==> src/rtl/lpif_lpbk_chk_pkg.sv <==
`default_nettype none
// ============================================================================
// Module   : lpif_lpbk_chk_pkg
// Purpose  : Shared types, constants and PRBS helpers for the LPIF AIB
//            loopback generator/checker.
// Revision : 1.0 - initial release
// ============================================================================
package lpif_lpbk_chk_pkg;

   // Test sequencer states
   typedef enum logic [1:0] {
      IDLE  = 2'd0,
      SEND  = 2'd1,
      CHECK = 2'd2,
      DONE  = 2'd3
   } state_e;

   // Galois taps for x^32 + x^22 + x^2 + x + 1 (right-shifting form)
   localparam logic [31:0] c_lfsr_mask = 32'h8020_0003;

   // Golden-ratio constant used to decorrelate the 32-bit chunks of a word
   localparam logic [31:0] c_golden    = 32'h9E37_79B9;

   // One Galois LFSR step
   function automatic logic [31:0] lfsr_next(input logic [31:0] s);
      return {1'b0, s[31:1]} ^ (s[0] ? c_lfsr_mask : 32'h0);
   endfunction

   // Chunk k of the expanded word for LFSR state s; chunk 0 is the LSB chunk
   function automatic logic [31:0] gen_word(input logic [31:0] s, input logic [31:0] k);
      return s ^ (c_golden * k);
   endfunction

endpackage
`default_nettype wire

==> src/rtl/lpif_lpbk_chk_prbs_gen.sv <==
`default_nettype none
// ============================================================================
// Module   : lpif_prbs_gen
// Purpose  : 32-bit Galois LFSR with expansion to a W-bit data word.
//            o_word is the word for the state consumed this cycle: the load
//            value when i_load is high, otherwise the held LFSR state.
//            Loading or advancing leaves the successor of that state.
// Revision : 1.0 - initial release
// ============================================================================
module lpif_prbs_gen
   import lpif_lpbk_chk_pkg::*;
#(
   parameter int W = 320
)
(
   input  logic         clk,
   input  logic         rst,
   input  logic         i_load,
   input  logic [31:0]  i_seed,
   input  logic         i_adv,
   output logic [W-1:0] o_word
);

   localparam int c_nch = (W + 31) / 32;

   logic [31:0]         lfsr_q;
   logic [31:0]         lfsr_d;
   logic [31:0]         w_src;
   logic [c_nch*32-1:0] w_full;

   assign w_src = i_load ? i_seed : lfsr_q;

   // Step past the state being consumed whenever the stream moves
   always_comb begin
      lfsr_d = lfsr_q;
      if (i_load || i_adv) begin
         lfsr_d = lfsr_next(w_src);
      end
   end

   // LFSR state register
   always_ff @(posedge clk or posedge rst) begin
      if (rst) begin
         lfsr_q <= 32'h0000_0001;
      end else begin
         lfsr_q <= lfsr_d;
      end
   end

   generate
      for (genvar k = 0; k < c_nch; k++) begin : g_chunk
         assign w_full[k*32 +: 32] = gen_word(w_src, 32'(k));
      end
   endgenerate

   assign o_word = w_full[W-1:0];

endmodule
`default_nettype wire

==> config.mk <==
export PLATFORM = sky130hd
export DESIGN_NAME = lpif_prbs_gen
export DESIGN_NICKNAME = d
export VERILOG_FILES = /design/src/rtl/lpif_lpbk_chk_pkg.sv /design/src/rtl/lpif_lpbk_chk_prbs_gen.sv
export SDC_FILE = /design/constraint.sdc
export NUM_CORES = 1
export LEC_CHECK = 0
export BUFFER_PORTS_ARGS = -buffer_cell sky130_fd_sc_hd__buf_4
export CORE_AREA = 2 2 137 139
export DETAILED_ROUTE_END_ITERATION = 6
export DIE_AREA = 0 0 139 141
export PLACE_DENSITY_LB_ADDON = 0.08
export SLEW_MARGIN = 20
export SYNTH_ARGS = -nofsm -noshare
export SYNTH_HDL_FRONTEND = slang
export SYNTH_SLANG_ARGS = --single-unit
==> constraint.sdc <==
create_clock -name clk -period 1.4 [get_ports clk]
set_clock_uncertainty 0.15 [all_clocks]
set_input_delay 0.07 -clock clk [delete_from_list [all_inputs] [get_ports clk]]
set_output_delay 0.07 -clock clk [all_outputs]
set_load 0.05 [all_outputs]
==> run_results.csv <==
group,metric,value,unit
drt,ant_nets,0,
yosys,synthTopCellsByArea,"buf_4 51%, dfrtp_1 21%, mux2i_1 6.4%",
worst_hold_path,holdCritPathClass,"in -> reg",
yosys,ys_types,16,
yosys,ys_warn_count,0,
cells_and_area,drive_gt1_share,85.80,%
cells_and_area,nNetsFinal,683,
job,drv_cap,0,
floorplan,ios,356,
floorplan,rows,50,
drt,wl_per_cell,12.91,um
placement,post-place-cells,803,
setup_path,cp-end-kind,"primary output",
setup_path,crit_end,"o_word[277]",
sta,final_max_slew_viol_count,0,
placement,dp_hpwl,7959,um
placement,io_buffers,355,
power,power.density,1395,nW/um2
grt,antenna_found_initial,0,
sta,whs,0.006163,ns
clock_tree,cts_inserted_buffers,5,
clock_tree,cts_tree,"built",
clock_tree,clkSlewWorstSetupHoldPaths,0.05,ns
setup_path,r2r_slack,0.04,ns
cells_and_area,largest_reg_flops,32,
drt,wirelength,11380,um
cells_and_area,layoutNonFillerInstCount,882,
yosys,ys_top_cells_by_count,"256 x buf_4, 33 x inv_1, 31 x dfrtp_1",
setup_path,worst-endpoint-arrival,1.29,ns
sta,layout_setup_ws,-0.1072,ns
power,p_total,11.69,mW
drt,drtIter0Drc,62,
sta,finalCriticalPeriod,1.507,ns
grt,grt_overflow,0,
sta,period_share,107.7,%
yosys,ys.flop_type,"dfrtp_1",
yosys,async_reset_ff_share,100.0,%
outcome,status,"finished with violations",
setup_path,worstReg2RegEnd,"lfsr_q[24]",
sta,rsz0062_at_grt,"true",
drt,drc_errors,0,
clock_tree,clock-sinks,32,
setup_path,cp.required,1.18,ns
setup_path,critPathLaunch,"lfsr_q[21]",
grt,grt_pass1_wl,16440,um
setup_path,crit_chain,"mux2i_4 -> buf_6 -> buf_6",
grt,grt_pass1_vias,3147,
yosys,synth_edf_count,0,
setup_path,slowest_delay,0.42,ns
yosys,ys_seq_area_share,21.45,%
setup_path,crit_path_frequent_cell,"buf_6",
placement,place_area,5469,um2
grt,grt.total_usage,10.12,%
yosys,yosysTopAreaCellShare,51.39,%
setup_path,path_max_fanout,3,
power,peakVddDrop,554.1,uV
yosys,postSynthCellCount,438,
setup_path,critPathSlowestCell,"dfrtp_1",
floorplan,initial_core_util,20.47,%
yosys,syn_area,3740,um2
clock_tree,root_buffer,"clkbuf_16",
setup_path,crit_path_start_kind,"flip-flop",
cells_and_area,area_delta_synth_final,124.0,%
sta,hold_viol,0,
yosys,yosysMostFrequentCell,"buf_4",
sta,worstMarginPinSlew,0.4491,ns
placement,gp_routability_congestion,0.6614,
setup_path,reg2reg_from,"lfsr_q[25]",
cells_and_area,top_regs,"lfsr_q x32",
sta,slew_headroom,70.06,%
sta,setup_violations,209,
grt,grt_max_degree,33,
drt,via_per_inst,3.641,
yosys,syn_nets,474,
clock_tree,htreeDepth,2,
floorplan,die_y,141,um
drt,vias,3211,
yosys,ys_ff_latch,32,
clock_tree,insertion_delay,0.27,ns
floorplan,fp.dieArea,19600,um2
power,leakage,3.919,nW
worst_hold_path,holdCritStartpoint,"i_seed[0]",
sta,max_clock_freq,0.6635,GHz
yosys,synth_top_area_cell,"buf_4",
floorplan,die_x,139,um
drt,dr.pass1.iters,4,
cells_and_area,top_register,"lfsr_q",
clock_tree,cts_buffer_depth,2,
cells_and_area,design_area,8378,um2
setup_path,worstSetupPathType,"reg -> out",
cells_and_area,antennaDiodeCount,0,
setup_path,worst_r2r_path_depth,6,
floorplan,core,18270,um2
yosys,avgSynthCellArea,8.538,um2
placement,dp_slack,-0.01186,ns
outcome,violations,"negative setup slack",
==> metrics by stage <==
step	setup TNS (ns)	util, %
CTS	-9.905	41.25
floorplan	-83.40	-
global route	-23.72	45.86
finish	-9.114	45.86
global placement	-0.03225	29.94
detailed placement	-0.1296	29.94
==> where the power goes <==
group          switching (mW)  internal, mW  leakage [nW]
Combinational            5.70          3.68          3.49
Clock                   0.392         0.709        0.0712
Sequential              0.139          1.06         0.359
Total                    6.23          5.46          3.92
==> layout make-up <==
| class | count | area, um2 |
|---|---|---|
| Fill cell | 1657 | 9889 |
| Timing Repair Buffer | 468 | 5734 |
| Multi-Input combinational cell | 107 | 1181 |
| Sequential cell | 32 | 803.3 |
| Tap cell | 234 | 292.8 |
| Inverter | 33 | 220.2 |
| Clock buffer | 8 | 146.4 |
==> logic make-up (layout without fill, tap and decap cells) <==
group	count (synthesis)	after routing	synth area share [%]
AOI/OAI and AO/OA	32	32	6.290
xor gates and xnor gates	6	6	1.405
buffers and inverters	300	509	57.28
DFF	32	32	21.45
muxes	34	35	10.10
and+or+nand+nor	34	34	3.479
==> placed cells by master, fill, tap and decap left out <==
master         Yosys  layout
dfstp_2            1       1
inv_8              0       4
or2_2              0       1
clkinvlp_4         0       1
dlygate4sd3_1      0       5
clkinv_1           0       1
a21oi_2           20      20
nand2_1            4       4
mux2i_4            0      33
inv_4              0      23
buf_8              1     146
buf_12             0      34
o21ai_0            3       3
clkbuf_16          0       5
inv_6              0       1
dfrtp_2            0       1
nor2_1            29      29
inv_1             33       1
a21oi_1            9       9
dfrtp_1           31      30
buf_4            256     100
clkbuf_8           0       1
buf_6              5     183
xor2_1             6       6
clkbuf_1           0       2
inv_2              0       2
mux2i_1           24       2
==> worst min-delay path by stage <==
stage                       to  slack [ns]  cells after the start
detailed placement  lfsr_q[14]        0.06                      3
finish               lfsr_q[0]       0.006                      4
CTS                  lfsr_q[0]      0.0006                      4
global placement    lfsr_q[14]        0.05                      3
floorplan           lfsr_q[10]        0.04                      1
global route         lfsr_q[0]        0.04                      4
==> routing by layer <==
| layer | global-route usage (%) | vias up | share of wire (%) |
|---|---|---|---|
| li1 | - | 1525 | - |
| met3 | 2.344 | 4 | 8.3 |
| met1 | 11.47 | 1491 | 34 |
| met2 | 19.21 | 191 | 57 |
| met5 | 0 | - | 0 |
| met4 | 2.392 | 0 | 0.80 |
==> critical path: cells and delay by family (launching register included) <==
family                 cells  cell delay [ns]
buffers and inverters      2             0.31
muxes                      1             0.28
DFF                        1             0.42
==> what timing repair did <==
action	CTS	global route
setup buffers	47	19
hold endpoints to repair	34	0
cloned	1	0
setup endpoints to repair	306	313
hold buffers	5	0
gates resized for setup	419	185
(Power assumes the default switching activity.)
